--- config.mk ---
export PLATFORM = sky130hd
export DESIGN_NAME = clk_div_period_meter_flat
export DESIGN_NICKNAME = d
export VERILOG_FILES = /design/src/rtl/clk_div_period_meter_if.sv /design/src/rtl/clk_div_period_meter.sv /design/src/flat_wrapper.sv
export SDC_FILE = /design/constraint.sdc
export NUM_CORES = 1
export LEC_CHECK = 0
export ABC_AREA = 1
export CORE_MARGIN = 10
export CORE_UTILIZATION = 58
export CTS_CLUSTER_SIZE = 28
export DETAILED_ROUTE_END_ITERATION = 10
export PLACE_DENSITY = 0.79
export SYNTH_ARGS = -nofsm -noshare
export SYNTH_HDL_FRONTEND = slang
export SYNTH_SLANG_ARGS = --single-unit
--- constraint.sdc ---
create_clock -name clk -period 2 [get_ports clk]
set_input_delay 0.6 -clock clk [delete_from_list [all_inputs] [get_ports clk]]
set_output_delay 0.6 -clock clk [all_outputs]
set_load 0.03 [all_outputs]
--- src/rtl/clk_div_period_meter_if.sv ---
// Bus between the period meter and its user: the waveform and clear go in, measurement results come out.
interface clk_div_period_meter_if #(
   parameter int unsigned CNT_W = 16
);
   logic             clr;
   logic             div_in;
   logic [CNT_W-1:0] period;
   logic [CNT_W-1:0] high_time;
   logic             meas_valid;
   logic             locked;
   logic             timeout;

   modport master (output clr, div_in,
                   input  period, high_time, meas_valid, locked, timeout);
   modport slave  (input  clr, div_in,
                   output period, high_time, meas_valid, locked, timeout);
endinterface

--- src/rtl/clk_div_period_meter.sv ---
// Measures rise-to-rise period and rise-to-fall high time of an asynchronous square wave in clk cycles,
// and flags lock once consecutive measurements repeat.
module clk_div_period_meter #(
   parameter int unsigned CNT_W       = 16,
   parameter int unsigned SYNC_STAGES = 2,
   parameter int unsigned LOCK_COUNT  = 4
) (
   input  logic                  clk,
   input  logic                  asyn_n_rst,
   clk_div_period_meter_if.slave bus
);
   localparam int unsigned        MATCH_W   = $clog2(LOCK_COUNT + 1);
   localparam logic [CNT_W-1:0]   CNT_MAX   = '1;
   localparam logic [MATCH_W-1:0] MATCH_MAX = MATCH_W'(LOCK_COUNT);

   typedef enum logic [1:0] {SEARCH, HIGH, LOW} state_t;

   state_t                 state_q, state_d;
   logic [SYNC_STAGES-1:0] sync_q;
   logic                   p_q;
   logic                   s;
   logic                   rise;
   logic                   fall;
   logic [CNT_W-1:0]       cnt_q, cnt_d, cnt_inc;
   logic [CNT_W-1:0]       hi_cap_q, hi_cap_d;
   logic [CNT_W-1:0]       period_q, period_d;
   logic [CNT_W-1:0]       high_q, high_d;
   logic [CNT_W-1:0]       prev_period_q, prev_period_d;
   logic [CNT_W-1:0]       prev_high_q, prev_high_d;
   logic [MATCH_W-1:0]     match_q, match_d;
   logic                   meas_valid_q, meas_valid_d;
   logic                   timeout_q, timeout_d;
   logic                   locked_q, locked_d;

   // Input synchronizer plus one history flop for edge detection
   always_ff @(posedge clk or negedge asyn_n_rst) begin
      if (!asyn_n_rst) begin
         sync_q <= '0;
         p_q    <= 1'b0;
      end else if (bus.clr) begin
         sync_q <= '0;
         p_q    <= 1'b0;
      end else begin
         sync_q <= {sync_q[SYNC_STAGES-2:0], bus.div_in};
         p_q    <= s;
      end
   end

   assign s       = sync_q[SYNC_STAGES-1];
   assign rise    = s & ~p_q;
   assign fall    = ~s & p_q;
   assign cnt_inc = (cnt_q == CNT_MAX) ? cnt_q : cnt_q + CNT_W'(1);

   always_ff @(posedge clk or negedge asyn_n_rst) begin
      if (!asyn_n_rst) begin
         state_q       <= SEARCH;
         cnt_q         <= '0;
         hi_cap_q      <= '0;
         period_q      <= '0;
         high_q        <= '0;
         prev_period_q <= '0;
         prev_high_q   <= '0;
         match_q       <= '0;
         meas_valid_q  <= 1'b0;
         timeout_q     <= 1'b0;
         locked_q      <= 1'b0;
      end else begin
         state_q       <= state_d;
         cnt_q         <= cnt_d;
         hi_cap_q      <= hi_cap_d;
         period_q      <= period_d;
         high_q        <= high_d;
         prev_period_q <= prev_period_d;
         prev_high_q   <= prev_high_d;
         match_q       <= match_d;
         meas_valid_q  <= meas_valid_d;
         timeout_q     <= timeout_d;
         locked_q      <= locked_d;
      end
   end

   always_comb begin
      state_d       = state_q;
      cnt_d         = cnt_q;
      hi_cap_d      = hi_cap_q;
      period_d      = period_q;
      high_d        = high_q;
      prev_period_d = prev_period_q;
      prev_high_d   = prev_high_q;
      match_d       = match_q;
      meas_valid_d  = 1'b0;
      timeout_d     = 1'b0;
      locked_d      = locked_q;

      // Match tracking runs on the cycle the new pair is presented
      if (meas_valid_q) begin
         if ((match_q != '0) && (period_q == prev_period_q) && (high_q == prev_high_q)) begin
            match_d = (match_q >= MATCH_MAX) ? MATCH_MAX : match_q + MATCH_W'(1);
         end else begin
            match_d  = MATCH_W'(1);
            locked_d = 1'b0;
         end
         prev_period_d = period_q;
         prev_high_d   = high_q;
      end else if (match_q == MATCH_MAX) begin
         locked_d = 1'b1;
      end

      case (state_q)
         SEARCH: begin
            if (rise) begin
               cnt_d   = CNT_W'(1);
               state_d = HIGH;
            end
         end
         HIGH: begin
            cnt_d = cnt_inc;
            if (fall) begin
               hi_cap_d = cnt_q;
               state_d  = LOW;
            end else if (cnt_q == CNT_MAX) begin
               timeout_d = 1'b1;
               locked_d  = 1'b0;
               match_d   = '0;
               state_d   = SEARCH;
            end
         end
         LOW: begin
            if (rise) begin
               period_d     = cnt_q;
               high_d       = hi_cap_q;
               meas_valid_d = 1'b1;
               cnt_d        = CNT_W'(1);
               state_d      = HIGH;
            end else if (cnt_q == CNT_MAX) begin
               timeout_d = 1'b1;
               locked_d  = 1'b0;
               match_d   = '0;
               state_d   = SEARCH;
            end else begin
               cnt_d = cnt_inc;
            end
         end
         default: state_d = SEARCH;
      endcase

      // Clear wins over everything and mirrors the reset image
      if (bus.clr) begin
         state_d       = SEARCH;
         cnt_d         = '0;
         hi_cap_d      = '0;
         period_d      = '0;
         high_d        = '0;
         prev_period_d = '0;
         prev_high_d   = '0;
         match_d       = '0;
         meas_valid_d  = 1'b0;
         timeout_d     = 1'b0;
         locked_d      = 1'b0;
      end
   end

   assign bus.period     = period_q;
   assign bus.high_time  = high_q;
   assign bus.meas_valid = meas_valid_q;
   assign bus.timeout    = timeout_q;
   assign bus.locked     = locked_q;
endmodule

--- src/flat_wrapper.sv ---
// flat-port wrapper written by rule: the top's interface ports become plain ports
module clk_div_period_meter_flat 
#(
   parameter int unsigned CNT_W       = 16,
   parameter int unsigned SYNC_STAGES = 2,
   parameter int unsigned LOCK_COUNT  = 4
)
  (clk, asyn_n_rst, bus_clr, bus_div_in, bus_period, bus_high_time, bus_meas_valid, bus_locked, bus_timeout);
  clk_div_period_meter_if #(.CNT_W(CNT_W)) bus_i ();
  input  logic clk;
  input  logic asyn_n_rst;
  input wire logic [$bits(bus_i.clr)-1:0] bus_clr;
  input wire logic [$bits(bus_i.div_in)-1:0] bus_div_in;
  output wire logic [$bits(bus_i.period)-1:0] bus_period;
  output wire logic [$bits(bus_i.high_time)-1:0] bus_high_time;
  output wire logic [$bits(bus_i.meas_valid)-1:0] bus_meas_valid;
  output wire logic [$bits(bus_i.locked)-1:0] bus_locked;
  output wire logic [$bits(bus_i.timeout)-1:0] bus_timeout;
  assign bus_i.clr = bus_clr;
  assign bus_i.div_in = bus_div_in;
  assign bus_period = bus_i.period;
  assign bus_high_time = bus_i.high_time;
  assign bus_meas_valid = bus_i.meas_valid;
  assign bus_locked = bus_i.locked;
  assign bus_timeout = bus_i.timeout;
  clk_div_period_meter #(.CNT_W(CNT_W), .SYNC_STAGES(SYNC_STAGES), .LOCK_COUNT(LOCK_COUNT)) u_core (.clk(clk), .asyn_n_rst(asyn_n_rst), .bus(bus_i));
endmodule
==> results by group <==
Floorplanning
  – Initial Util: between 60 and 70%
  – CORE AREA: approximately 8300 sq um
  – IO Pins: 39
  – Placement row count: 33
  – Die H: ~110 microns
  – Die area: roughly 13000 sq um
  – Die Wd: roughly 110 microns

Pwr
  – Power per cell area: ~730 nW/um^2
  – Clock share of power: between 30% and 40%
  – VDD IR-drop max: between 0.4 and 0.5 mV
  – Psw: 1.01 mW
  – Pint: around 3.4 mW
  – Sequential group share of total power: between 50 and 60%
  – Lkg Pwr: between 2 and 3 nW
  – Comb pwr share: about a tenth
  – Sw Ratio: approximately 23%
  – Power Total: 4.40 mW

Yosys
  – Syn avg cell area: about 8.5 sq um
  – FF+latch count, synth: between 100 and 150
  – XOR/XNOR Fraction of Synth Area: under 10%
  – Sequential-to-total area share from yosys stat: between 50% and 60%
  – Mapped Nets: ~600
  – Compound-Gate Fraction of Synth Area: around 15%
  – Mux contribution to synthesized area: 0%
  – Synthesized area: between 5000 and 6000 sq um
  – Synth area leaders: dfrtp_1 54%, nand2_1 9.5%, inv_1 8.7%
  – Netlist cell types: 32
  – Share of the synthesized area in the top cell type: between 50% and 60%
  – Largest family of logic cells by synthesized area: simple AND/OR/NAND/NOR gates
  – Adder-cell share of the synthesized area: under 10%
  – Gate Count Post-Synth: between 500 and 600
  – Synth Area in Simple Gates: 16.6%
  – Yosys top cell by area: dfrtp_1
  – Yosys warning count: 0

Global routing
  – Gr usage total: between 10% and 20%
  – Gr ovfl total: 0
  – Largest net degree at the start of global routing: around 110
  – Initial antenna violation count: 0
  – First-pass GRT wire length: approximately 21 mm
  – Vias in the first global route: 4337

Routing
  – Post-Route WL: 12.4 mm
  – WL/cell: between 15 and 20 microns
  – DRT iter0 DRCs: approximately 320
  – Via count: ~4.3k
  – First-pass detailed-route iteration total: 5
  – Final ANT Viol Nets: 0
  – DR DRC count: 0
  – Vias/cell: between 5 and 6

STA
  – Fin crit share: ~95%
  – Final hold vios: 0
  – Relative slew slack: around 63%
  – Worst-Margin Slew: roughly 0.56 ns
  – Final Skew: between 0.01 and 0.015 ns
  – Achievable frequency: around 0.52 GHz
  – Final setup vio count: 0
  – Fin crit period: between 1.5 and 2 ns
  – Pins Over Slew Limit: 0
  – Setup_tns: 0 ns

Cells and area
  – Most common cell after layout, fill and taps aside: nand2_1
  – Number of fill cells: between 600 and 700
  – ANT cells: 0
  – Multi-input logic area: between 1500 and 2000 sq um
  – Final nets: about 660
  – FF+latch area: between 2000 and 3000 sq um
  – Layout Utilization: 72.3%
  – Most frequent cells in the layout: 127 x nand2_1, 115 x inv_1, 107 x dfrtp_1
  – Layout cells sized above 1: between 9 and 10%
  – Area Growth Syn to Fin: 19.9%
  – Layout Cells excl Fill: about 760

Worst setup path
  – Critical path startpoint category: flop
  – Reg2reg start: u_core.cnt_q[0]
  – Cells on worst reg2reg path: 13
  – Critical Path AT: ~2.2 ns
  – Crit path required time: 2.25 ns
  – Worst Path Class, Setup: flop to flop
  – Reg-to-reg slack, setup: slightly above 0.09 ns
  – Critical path endpoint category: flop
  – Worst flop-to-flop path endpoint: u_core.cnt_q[3]
  – Critical Path Fanout Max: 7

Placement
  – Gpl congestion: 0.904
  – PortBufs: 38
  – Dpl hpwl: about 8.5 mm
  – Placed cells: about 740

CTS
  – Clk root buf: clkbuf_8
  – H-tree levels: 3
  – Clock Path Buffers: 2
  – CTS tree: done
  – Clock Sinks: roughly 110
  – CTS clk-pin slew, worst paths: 0.10 ns
  – Cts hold-fix bufs: 0
  – Clock buffers created by TritonCTS: 9
  – Clock Latency Late Sink: ~0.37 ns

Worst hold path
  – Hold Crit Class: primary input to asynchronous set/reset pin

Outcome
  – Status: finished clean

Flow run
  – Max_cap viols: 0
[layer usage]
| metal | track usage [%] | share of wire [%] |
|---|---|---|
| met1 | 24.6 | 42 |
| met4 | 8.21 | 2.5 |
| met5 | 0 | 0 |
| met2 | 32.3 | 49 |
| met3 | 4.70 | 6.5 |
[metrics by stage]
stage	worst slack, ns	hold slack, ns	area (sq um)
after floorplan	0.315	0.304	5000
after global placement	-0.121	0.441	5700
after detailed placement	-0.175	0.464	5700
after CTS	0.00927	0.310	5930
after global routing	-0.0149	0.312	6000
final	0.0914	0.259	6000
[what timing repair did]
item,4_1_cts,5_1_grt
gates resized for setup,35,7
endpoints found under the setup margin,35,17
buffers inserted,0,7
pin swaps,0,1
[layout make-up]
cell class | count | area share [%]
clock buffers | 12 | 2.59
multi-input cells | 348 | 30.1
flip-flops and latches | 107 | 44.6
inverters | 119 | 7.53
repair buffers | 67 | 10.9
clock inverters | 4 | 2.00
well taps | 105 | 2.19
[how the worst max path moves through the flow]
stage | from | to | slack, ns | cells past startpoint
after detailed placement | bus_clr | u_core.cnt_q[8] | -0.17 | 9
after CTS | u_core.bus.timeout | bus_timeout | 0.009 | 1
final | u_core.cnt_q[0] | u_core.cnt_q[3] | 0.09 | 13
after global placement | bus_clr | u_core.cnt_q[8] | -0.12 | 9
after global routing | u_core.state_q[1] | u_core.cnt_q[8] | -0.01 | 11
after floorplan | bus_clr | u_core.prev_high_q[4] | 0.32 | 5
[cell usage after synthesis (all sizes together)]
library cell    n
nand2         132
inv           117
dfrtp         107
o22ai          67
o21ai          43
nor2           36
nand3          18
xnor2          12
a21oi          11
buf             9
clkbuf          9
nor3            8
ha              7
xor2            4
o211ai          3
clkinv          2
nand4           2
a22oi           1
a32oi           1
nand3b          1
nor4            1
o31ai           1
[state kept, by name, indices dropped and copies added, names as in the netlist, 2 cells and up]
| name | count |
|---|---|
| u_core.state_q | 2 |
| u_core.hi_cap_q | 16 |
| u_core.cnt_q | 16 |
| u_core.bus.period | 16 |
| u_core.prev_high_q | 16 |
| u_core.prev_period_q | 16 |
| u_core.match_q | 3 |
| u_core.bus.high_time | 16 |
| u_core.sync_q | 2 |
[power by group through the flow]
stage	clock network (mW)	registers [mW]	logic [mW]
floorplan	0	2.25	0.213
global placement	0	2.25	0.396
detailed placement	0	2.25	0.403
CTS	1.76	2.21	0.408
global route	1.85	2.21	0.502
finish	1.74	2.21	0.454
[logic make-up after synthesis]
family,Yosys count
and+or+nand+nor,198
xor gates and xnor gates,16
buffers and inverters,137
adders and majority gates,7
AOI/OAI and AO/OA,127
DFF,107
[critical path, stage by stage (launching register included)]
cell and delay [ns]:
dfrtp_1 0.42, ha_2 0.22, nand2_2 0.07, nor2_4 0.14, nand2_4 0.10, nor2_4 0.11
nand2_4 0.09, inv_4 0.09, nand2_2 0.06, nand2_4 0.09, nor2_2 0.05, buf_4 0.16
nand3_1 0.11, nand2_1 0.08
(Power assumes the default switching activity.)
